$ cat src/rtl/sift_ctrl_pkg.sv
// ----------------------------------------------------------------------------
// sift_ctrl_pkg
// Shared types and default constants for the SIFT frame sequencer.
//   seq_state_t   : 4-bit sequencer state, exported directly on state_o (LEDs)
//   DEF_*         : default values for the sequencer parameters
//   is_load_state : true in the two states that accept UART bytes
// ----------------------------------------------------------------------------
package sift_ctrl_pkg;

    typedef enum logic [3:0] {
        ST_LOAD_SHARP = 4'd0,
        ST_LOAD_FUZZY = 4'd1,
        ST_SETTLE     = 4'd2,
        ST_DOG_START  = 4'd3,
        ST_DOG_RUN    = 4'd4,
        ST_TX_WAIT    = 4'd5,
        ST_TX_START   = 4'd6,
        ST_TX_RUN     = 4'd7,
        ST_ERROR      = 4'd8
    } seq_state_t;

    localparam int DEF_DIMENSION     = 64;
    localparam int DEF_SETTLE_CYCLES = 4;
    localparam int DEF_ACK_TIMEOUT   = 1024;

    function automatic logic is_load_state(input seq_state_t s);
        return (s == ST_LOAD_SHARP) || (s == ST_LOAD_FUZZY);
    endfunction

endpackage

$ cat src/rtl/rise_detect.sv
// ----------------------------------------------------------------------------
// rise_detect
// Registered rising-edge detector. The previous-level register resets to 0,
// and the detector only arms once the input has been sampled low, so a level
// that is already high when reset releases never produces a pulse.
// Ports:
//   clk    in  : clock
//   rst_n  in  : asynchronous active-low reset
//   sig_i  in  : level to watch
//   rise_o out : one-cycle registered pulse per low->high transition
// ----------------------------------------------------------------------------
module rise_detect (
    input  logic clk,
    input  logic rst_n,
    input  logic sig_i,
    output logic rise_o
);

    logic prev_q;
    logic armed_q;
    logic rise_q;

    // Level history, arming after the first low sample, and the registered pulse.
    always_ff @(posedge clk or negedge rst_n) begin
        if (!rst_n) begin
            prev_q  <= 1'b0;
            armed_q <= 1'b0;
            rise_q  <= 1'b0;
        end else begin
            prev_q  <= sig_i;
            armed_q <= armed_q | ~sig_i;
            rise_q  <= sig_i & ~prev_q & armed_q;
        end
    end

    assign rise_o = rise_q;

endmodule

$ cat src/rtl/sift_frame_sequencer.sv
// ----------------------------------------------------------------------------
// sift_frame_sequencer
// Sequences one difference-of-Gaussians pass: loads the sharp frame, then the
// fuzzy frame from UART bytes, lets the BRAMs settle, starts the DoG builder,
// waits for it, then starts the image transmitter.
// Build option: SIFT_AUTO_TX_EN -- when defined, the transmitter starts as soon
// as DoG finishes and tx_req is ignored; otherwise TX_WAIT holds for tx_req.
// Ports:
//   clk        in  : clock
//   rst_in_n   in  : asynchronous active-low reset
//   rx_valid   in  : uart_rx valid level, one rising edge per byte
//   rx_addr    out : write address shared by both image BRAMs
//   we_sharp   out : write enable, sharp image BRAM
//   we_fuzzy   out : write enable, fuzzy image BRAM
//   dog_start  out : one-cycle start pulse to dog
//   dog_busy   in  : dog busy
//   tx_req     in  : transmit request (manual mode only)
//   tx_start   out : one-cycle start pulse to send_img
//   tx_busy    in  : send_img busy
//   state_o    out : current state encoding
//   dropped    out : sticky, byte arrived outside a load state
//   error      out : sticky, start acknowledge timed out
// ----------------------------------------------------------------------------
module sift_frame_sequencer
    import sift_ctrl_pkg::*;
#(
    parameter int DIMENSION     = DEF_DIMENSION,
    parameter int ADDR_W        = $clog2(DIMENSION * DIMENSION),
    parameter int SETTLE_CYCLES = DEF_SETTLE_CYCLES,
    parameter int ACK_TIMEOUT   = DEF_ACK_TIMEOUT
) (
    input  logic              clk,
    input  logic              rst_in_n,
    input  logic              rx_valid,
    output logic [ADDR_W-1:0] rx_addr,
    output logic              we_sharp,
    output logic              we_fuzzy,
    output logic              dog_start,
    input  logic              dog_busy,
    input  logic              tx_req,
    output logic              tx_start,
    input  logic              tx_busy,
    output logic [3:0]        state_o,
    output logic              dropped,
    output logic              error
);

    // One counter serves both the settle delay and the acknowledge timeout.
    localparam int CNT_MAX = (ACK_TIMEOUT > SETTLE_CYCLES) ? ACK_TIMEOUT : SETTLE_CYCLES;
    localparam int CNT_W   = $clog2(CNT_MAX + 1);

    localparam logic [ADDR_W-1:0] ADDR_LAST   = ADDR_W'(DIMENSION * DIMENSION - 1);
    localparam logic [ADDR_W-1:0] ADDR_ZERO   = ADDR_W'(0);
    localparam logic [ADDR_W-1:0] ADDR_ONE    = ADDR_W'(1);
    localparam logic [CNT_W-1:0]  CNT_ZERO    = CNT_W'(0);
    localparam logic [CNT_W-1:0]  CNT_ONE     = CNT_W'(1);
    localparam logic [CNT_W-1:0]  SETTLE_LAST = CNT_W'(SETTLE_CYCLES - 1);
    localparam logic [CNT_W-1:0]  ACK_LAST    = CNT_W'(ACK_TIMEOUT - 1);

    seq_state_t        state_q,     state_d;
    logic [ADDR_W-1:0] addr_q,      addr_d;
    logic [CNT_W-1:0]  cnt_q,       cnt_d;
    logic              we_sharp_q,  we_sharp_d;
    logic              we_fuzzy_q,  we_fuzzy_d;
    logic              dog_start_q, dog_start_d;
    logic              tx_start_q,  tx_start_d;
    logic              dropped_q,   dropped_d;
    logic              error_q,     error_d;

    logic rx_rise_s;
    logic write_done_s;

`ifdef SIFT_AUTO_TX_EN
    logic unused_tx_req_s;
    assign unused_tx_req_s = tx_req;
`endif

    rise_detect u_rx_rise (
        .clk    (clk),
        .rst_n  (rst_in_n),
        .sig_i  (rx_valid),
        .rise_o (rx_rise_s)
    );

    // A write enable was high this cycle; the address advances at the next edge.
    assign write_done_s = we_sharp_q | we_fuzzy_q;

    // Next-state and next-output logic for the sequencer.
    always_comb begin
        state_d     = state_q;
        addr_d      = addr_q;
        cnt_d       = cnt_q;
        we_sharp_d  = 1'b0;
        we_fuzzy_d  = 1'b0;
        dog_start_d = 1'b0;
        tx_start_d  = 1'b0;
        error_d     = error_q;
        dropped_d   = dropped_q | (rx_rise_s & ~is_load_state(state_q));

        case (state_q)
            ST_LOAD_SHARP: begin
                we_sharp_d = rx_rise_s;
                if (write_done_s) begin
                    if (addr_q == ADDR_LAST) begin
                        addr_d  = ADDR_ZERO;
                        state_d = ST_LOAD_FUZZY;
                    end else begin
                        addr_d = addr_q + ADDR_ONE;
                    end
                end else begin
                    addr_d = addr_q;
                end
            end

            ST_LOAD_FUZZY: begin
                we_fuzzy_d = rx_rise_s;
                if (write_done_s) begin
                    if (addr_q == ADDR_LAST) begin
                        addr_d  = ADDR_ZERO;
                        cnt_d   = CNT_ZERO;
                        state_d = ST_SETTLE;
                    end else begin
                        addr_d = addr_q + ADDR_ONE;
                    end
                end else begin
                    addr_d = addr_q;
                end
            end

            ST_SETTLE: begin
                if (cnt_q == SETTLE_LAST) begin
                    cnt_d       = CNT_ZERO;
                    dog_start_d = 1'b1;
                    state_d     = ST_DOG_START;
                end else begin
                    cnt_d = cnt_q + CNT_ONE;
                end
            end

            // Counter is 0 in the pulse cycle; an ack on the final count still wins.
            ST_DOG_START: begin
                if (dog_busy) begin
                    state_d = ST_DOG_RUN;
                end else if (cnt_q == ACK_LAST) begin
                    error_d = 1'b1;
                    state_d = ST_ERROR;
                end else begin
                    cnt_d = cnt_q + CNT_ONE;
                end
            end

            ST_DOG_RUN: begin
                if (!dog_busy) begin
                    state_d = ST_TX_WAIT;
                end else begin
                    state_d = ST_DOG_RUN;
                end
            end

            ST_TX_WAIT: begin
`ifdef SIFT_AUTO_TX_EN
                cnt_d      = CNT_ZERO;
                tx_start_d = 1'b1;
                state_d    = ST_TX_START;
`else
                if (tx_req) begin
                    cnt_d      = CNT_ZERO;
                    tx_start_d = 1'b1;
                    state_d    = ST_TX_START;
                end else begin
                    state_d = ST_TX_WAIT;
                end
`endif
            end

            ST_TX_START: begin
                if (tx_busy) begin
                    state_d = ST_TX_RUN;
                end else if (cnt_q == ACK_LAST) begin
                    error_d = 1'b1;
                    state_d = ST_ERROR;
                end else begin
                    cnt_d = cnt_q + CNT_ONE;
                end
            end

            ST_TX_RUN: begin
                if (!tx_busy) begin
                    addr_d  = ADDR_ZERO;
                    state_d = ST_LOAD_SHARP;
                end else begin
                    state_d = ST_TX_RUN;
                end
            end

            ST_ERROR: begin
                state_d = ST_ERROR;
            end

            // An unreachable encoding is treated as a fault and parked in ERROR.
            default: begin
                error_d = 1'b1;
                state_d = ST_ERROR;
            end
        endcase
    end

    // State and output registers.
    always_ff @(posedge clk or negedge rst_in_n) begin
        if (!rst_in_n) begin
            state_q     <= ST_LOAD_SHARP;
            addr_q      <= ADDR_ZERO;
            cnt_q       <= CNT_ZERO;
            we_sharp_q  <= 1'b0;
            we_fuzzy_q  <= 1'b0;
            dog_start_q <= 1'b0;
            tx_start_q  <= 1'b0;
            dropped_q   <= 1'b0;
            error_q     <= 1'b0;
        end else begin
            state_q     <= state_d;
            addr_q      <= addr_d;
            cnt_q       <= cnt_d;
            we_sharp_q  <= we_sharp_d;
            we_fuzzy_q  <= we_fuzzy_d;
            dog_start_q <= dog_start_d;
            tx_start_q  <= tx_start_d;
            dropped_q   <= dropped_d;
            error_q     <= error_d;
        end
    end

    assign rx_addr   = addr_q;
    assign we_sharp  = we_sharp_q;
    assign we_fuzzy  = we_fuzzy_q;
    assign dog_start = dog_start_q;
    assign tx_start  = tx_start_q;
    assign state_o   = state_q;
    assign dropped   = dropped_q;
    assign error     = error_q;

endmodule

$ cat config.mk
export PLATFORM = sky130hd
export DESIGN_NAME = sift_frame_sequencer
export DESIGN_NICKNAME = d
export VERILOG_FILES = /design/src/rtl/sift_ctrl_pkg.sv /design/src/rtl/rise_detect.sv /design/src/rtl/sift_frame_sequencer.sv
export SDC_FILE = /design/constraint.sdc
export NUM_CORES = 1
export LEC_CHECK = 0
export CAP_MARGIN = 10
export CORE_UTILIZATION = 57
export CTS_BUF_LIST = sky130_fd_sc_hd__clkbuf_4
export CTS_CLUSTER_SIZE = 8
export DETAILED_ROUTE_END_ITERATION = 12
export GPL_TIMING_DRIVEN = 0
export PLACE_DENSITY = 0.9
export SETUP_SLACK_MARGIN = 0.15
export SLEW_MARGIN = 15
export SYNTH_ARGS = -nofsm -noshare
export SYNTH_HDL_FRONTEND = slang
export SYNTH_SLANG_ARGS = --single-unit
$ cat constraint.sdc
create_clock -name clk -period 2.47 [get_ports clk]
set_clock_uncertainty 0.05 [all_clocks]
set_input_delay 0.3705 -clock clk [delete_from_list [all_inputs] [get_ports clk]]
set_output_delay 0.3705 -clock clk [all_outputs]
set_load 0.03 [all_outputs]
# [Yosys cells after proc, flatten, opt, wreduce, memory -nomap -nowiden]
# Index checks and enable logic that the tools add are counted.
[word_totals] inputBits=6 output_inout_bits=22 regBits=36 word_cells=89
[op_classes] mux=34 eq_ne=21 n_reduce_logical=10 bitwise_logic=10 addsub=2
[op_table] op="11-bit 2-to-1 mux" n=7
[op_table] op="11-bit one-hot mux with 5 select lines" n=1
[op_table] op="12-bit 2-to-1 mux" n=3
[op_table] op="4-bit 2-to-1 mux" n=8
[op_table] op="4-bit one-hot mux with 8 select lines" n=1
[op_table] op="12-bit one-hot mux with 2 select lines" n=1
[op_table] op="4-bit by 3-bit == test with 1-bit output, second input constant" n=4
[op_table] op="2-bit != test, second input constant" n=7
[op_table] op="12-bit by 1-bit adder with 12-bit output, second input constant" n=1
[op_table] op="12-bit == test, second input constant" n=1
[op_table] op="11-bit by 1-bit adder with 11-bit output, second input constant" n=1
[op_table] op="11-bit by 10-bit == test with 1-bit output, second input constant" n=1
[op_table] op="11-bit by 2-bit == test with 1-bit output, second input constant" n=1
[op_table] op="1-bit 2-to-1 mux" n=10
[op_table] op="4-bit by 2-bit == test with 1-bit output, second input constant" n=2
[op_table] op="7-bit OR reduction" n=1
[op_table] op="2-bit by 1-bit != test with 1-bit output, second input constant" n=3
[op_table] op="3-bit AND reduction" n=2
[op_table] op="6-bit AND reduction" n=1
[op_table] op="5-bit AND reduction" n=1
[op_table] op="5-bit nonzero test" n=1
[op_table] op="4-bit by 1-bit == test with 1-bit output, second input constant" n=1
[op_table] op="4-bit == test, second input constant" n=1
[op_table] op="4-bit zero test" n=1
[op_table] op="9 further kinds" n=16

# [Depth between registers and ports, before layout]
[depth] depth_word=5 ltp_mapped=8 mapped_depth_nobuf=6

# [Modules after synthesis]
# Synthesis repeated with hierarchy kept, for this count alone.
[hier_totals] hier_cells=228 hier_area_um2=2083.2
[by_module_without_submodules] mod="sift_frame_sequencer" n_inst=1 seq_area_each_um2=825.8 cells_each=223 area_each_um2=1993.2
[by_module_without_submodules] mod="rise_detect" n_inst=1 seq_area_each_um2=75.1 cells_each=5 area_each_um2=90.1

# [Worst setup path after synthesis]
# OpenSTA, ideal clock, no wires.
[synth_path] path_kind="flip-flop to flip-flop" from="register addr_q[0] (netlist: rx_addr[0])" to="register cnt_q[3]" period_less_slack_ns=2.163 path_stages_with_launch=8 arrival_time_ns=2.021 setup_time_ns=0.092 path_buffers=1 setup_slack_ns=0.307 t_required_ns=2.328 cell_sequence="dfrtp_1 -> ha_1 -> and3_1 -> nand4b_1 -> and3_4 -> or3b_1 -> buf_6 -> o31ai_2"
[synth_via] elab_chain_cells=3
[synth_rtl] element="from (decl)" line_no="sift_frame_sequencer.sv:61" rtl="logic [ADDR_W-1:0] addr_q, addr_d;"
[synth_rtl] element="from (signal assigned)" line_no="sift_frame_sequencer.sv:222" rtl="addr_q <= addr_d;"
[synth_rtl] element="12-bit == test" line_no="sift_frame_sequencer.sv:118" rtl="if (addr_q == ADDR_LAST) begin"
[synth_rtl] element="2-bit by 1-bit != test with 1-bit output (no source line)"
[synth_rtl] element="6-bit AND reduction (no source line)"
[synth_rtl] element="to (signal assigned)" line_no="sift_frame_sequencer.sv:223" rtl="cnt_q <= cnt_d;"
[synth_rtl] element="to (decl)" line_no="sift_frame_sequencer.sv:62" rtl="logic [CNT_W-1:0] cnt_q, cnt_d;"
# No other way between the ends.
# A chain may end at the register's enable or synchronous reset.

# [Worst setup path after layout]
[layout_path] from="register cnt_q[1]" to="register cnt_q[8]"
[layout_via] elab_chain_cells=4 elab_cells_between_ends=8 classes_between="add/sub: 1; eq/ne: 2; mux: 5"
[layout_rtl] element="11-bit by 1-bit adder with 11-bit output or 11-bit by 10-bit == test with 1-bit output (tied branches)"
[layout_rtl] element="11-bit 2-to-1 mux" line_no="sift_frame_sequencer.sv:144, sift_frame_sequencer.sv:179"
[layout_rtl] element="11-bit 2-to-1 mux, on equally long branches" line_no="sift_frame_sequencer.sv:177, sift_frame_sequencer.sv:142"
[layout_rtl] element="11-bit one-hot mux with 5 select lines *" line_no="sift_frame_sequencer.sv:100" rtl="case (state_q)"
# Every way passes the cells marked *; elsewhere a longest branch is shown, timed or not. The select of a mux whose other input is x is not followed.

==> results by group <==
Floorplanning
  – Chip height: roughly 63 µm
  – Total Die Area: 0.00400 mm²
  – Initial Util: 61.7%
  – # IOs: 28
  – Core footprint: 0.00347 mm²
  – Chip width: 63.3 µm
  – Site row count: 21

Power
  – Seq pwr share: 56.6%
  – Pwr dens: a little over 400 mW/mm²
  – Sw Pwr: 233 µW
  – Power, Total: around 1.0 mW
  – Switch share: between 20% and 30%
  – Max VDD drop: approximately 0.00029 V
  – Clock power share: 40.1%
  – Leak: 1.07 nW
  – P_int: 812 µW
  – Logic pwr share: ~3.3%

Routing
  – Post-route DRC: 0
  – TritonRoute pass-1 iters: 5
  – Vias: around 2000
  – Antenna Violating Nets Remaining: 0
  – Initial DRC count: about 200
  – Drt via density: 6.23
  – Routed WL: about 5100 µm
  – Wire length per cell: roughly 16 µm

Global routing
  – Vias in the first global route: about 1800
  – Antenna violations before repair: 0
  – Pin count of the biggest net entering global routing: 22
  – Total track usage: 27.3%
  – Total gr overflow: 0
  – First-pass GRT wire length: about 8400 µm

STA
  – Setup ws final: approximately 260 ps
  – Rel. slew slack: 47.0%
  – Fin Setup TNS: 0 ps
  – RSZ-0062 raised after global routing: no
  – Hold slack: around 360 ps
  – Peak Freq: 453 MHz
  – Final setup violation count: 0
  – Minimum clock period: about 2200 ps
  – Max Slew Vio Count: 0
  – Worst slew pin tran: 787 ps
  – Tcrit/Tclk final: 89.3%
  – Final hold vios: 0

Logic synthesis
  – Ys Warns: 0
  – Distinct cell type count after synthesis: between 50 and 60
  – Share of the yosys chip area belonging to registers: 42.1%
  – Synthesized net count: 237
  – Area leader, netlist: dfrtp_1
  – Top-area cell type share of the netlist area: 42.1%
  – Avg Cell Area, Syn: between 9 and 10 µm²
  – Synthesized instance count: roughly 230
  – Top cells by area, synth: dfrtp_1 (42%), o21ai_0 (4.4%), nor2_1 (3.5%)
  – Synth Cell Area: 0.00214 mm²
  – Post-synth EDFFs: 0
  – Synth Flop Type: dfrtp_1
  – Post-synth ARST share: 100%
  – Post-synthesis register bit count: 36

Cells and area
  – Post-Layout Cell Count: about 310
  – Share of cells above drive strength 1: a little over an eighth
  – Util after Layout: between 70% and 80%
  – Area Growth Syn to Fin: 21.3%
  – Design area: 0.00259 mm²
  – N_diodes: 0
  – Final #Nets: roughly 280

Setup path
  – Critical path arrival: ~2400 ps
  – Critical Path Start Type: register
  – Worst Path Max Fanout: 10
  – Crit end category: register
  – Crit-path max cell delay: 430 ps
  – Slowest stage cell, crit path: dfrtp_1
  – Cell family with most CP delay: simple AND/OR/NAND/NOR gates
  – CP bufs+invs: 2
  – Crit path kind: reg -> reg
  – Required @ worst endpoint: between 2000 and 3000 ps
  – Crit path cell chain: ha_1, or2b_1, and4b_1, buf_2, nor2_4, or3b_1, buf_6, o41ai_2

Placed design
  – Placed cells: 303
  – IO Port Bufs: 27
  – DP Area: 0.00249 mm²
  – Dpl hpwl: ~3400 µm
  – GPL Wtd Cong: 0.927
  – Placement Setup Slack: about 67 ps

Run status
  – Status: complete, no violations

Run
  – Max cap viols: 0

Clock tree
  – CTS tree: yes
  – Cts bufs inserted: 5
  – CTS clk-pin slew, worst paths: 100 ps
  – Root Driver: clkbuf_4
  – # clock sinks: 36
  – Worst-Skew Late Latency: about 370 ps
  – Htree depth: 2
  – Bufs on Longest Clock Path: 2

Hold path
  – Worst hold-check path type: reg -> reg
-- layout make-up --
class | count | area, µm²
Inverter | 5 | 18.8
Multi-Input combinational cell | 175 | 1150
Tap cell | 46 | 57.6
Sequential cell | 36 | 901
Timing Repair Buffer | 31 | 318
Fill cell | 251 | 875
Clock inverter | 3 | 37.5
Clock buffer | 5 | 37.5
Buffer | 13 | 71.3
-- synthesized netlist by cell type (all sizes together), types with 6 or more instances --
| master | n |
|---|---|
| dfrtp | 36 |
| nor2 | 21 |
| nand2 | 19 |
| o21ai | 19 |
| nor3 | 11 |
| o31ai | 11 |
| buf | 9 |
| nand3 | 8 |
| nand4 | 7 |
| nand2b | 6 |
| nor4 | 6 |
-- state kept, by name, indices dropped and copies added (netlist names) --
name and cells:
u_rx_rise.prev_q 1, cnt_q 11, dropped 1, tx_start 1
rx_addr 12, u_rx_rise.armed_q 1, we_sharp 1, dog_start 1
state_o 4, we_fuzzy 1, error 1, u_rx_rise.rise_o 1
-- logic make-up (layout without fill, tap and decap cells) --
logic type / Yosys count / after routing / synth area share (%)
AO/OA/AOI/OAI: 60 / 60 / 20.6
XOR/XNOR: 6 / 6 / 2.46
adder cells (fa/ha/maj): 2 / 2 / 1.17
flip-flops: 36 / 36 / 42.1
buffers and inverters: 18 / 57 / 4.21
AND/OR/NAND/NOR: 107 / 107 / 29.4
-- timing repair --
action / 4_1_cts / 5_1_grt
gates resized for setup: 0 / 1
endpoints found under the hold margin: 15 / 0
setup buffers: 0 / 2
endpoints found under the setup margin: 0 / 5
hold buffers: 1 / 0
-- worst paths after layout --
check | startpoint | slack (ps) | end | depth (start not counted)
worst max register to register | cnt_q[1] | 260 | cnt_q[8] | 8
worst min-delay path | u_rx_rise.prev_q | 360 | u_rx_rise.rise_o | 1
worst max-delay path | cnt_q[1] | 260 | cnt_q[8] | 8
worst min register to register | u_rx_rise.prev_q | 360 | u_rx_rise.rise_o | 1
max in group asynchronous | rst_in_n | 1510 | cnt_q[0] | 3
min in group asynchronous | rst_in_n | 410 | dog_start | 2
-- power groups by stage --
stage | logic [mW] | registers, mW | clock network (mW)
CTS | 0.0351 | 0.592 | 0.427
detailed placement | 0.0338 | 0.603 | 0
global placement | 0.0286 | 0.603 | 0
finish | 0.0346 | 0.592 | 0.419
global route | 0.0388 | 0.592 | 0.453
floorplan | 0.00548 | 0.603 | 0
-- routing by layer --
metal / track usage, % / up-vias / share of wire [%]
li1: - / 939 / -
met1: 33.8 / 937 / 44
met2: 44.8 / 73 / 49
met3: 7.43 / 7 / 5.6
met4: 11.1 / 0 / 1.3
met5: 0 / - / 0
-- placed cells by master (no fill, tap or decap), types with 2 or more instances in the layout --
master	instances
a31oi_1	3
nor4_1	5
nor2b_1	5
clkbuf_1	4
nand2_1	19
and4_1	2
nand4b_1	3
a211oi_1	2
buf_2	7
inv_1	5
xnor2_1	5
or3_1	2
nor3b_1	3
o22ai_1	3
a21oi_1	4
clkbuf_4	5
ha_1	2
dfrtp_1	36
a21o_1	5
nor2_1	20
o21ai_0	19
a31o_2	2
clkinv_1	2
o41ai_2	3
and4b_1	4
clkdlybuf4s50_1	26
and3_1	2
a22o_1	2
buf_4	4
nand2b_1	5
nor3_1	10
nand3_1	7
nand4_1	7
o31ai_1	10
Note: power is estimated with default switching activity, not from simulation.
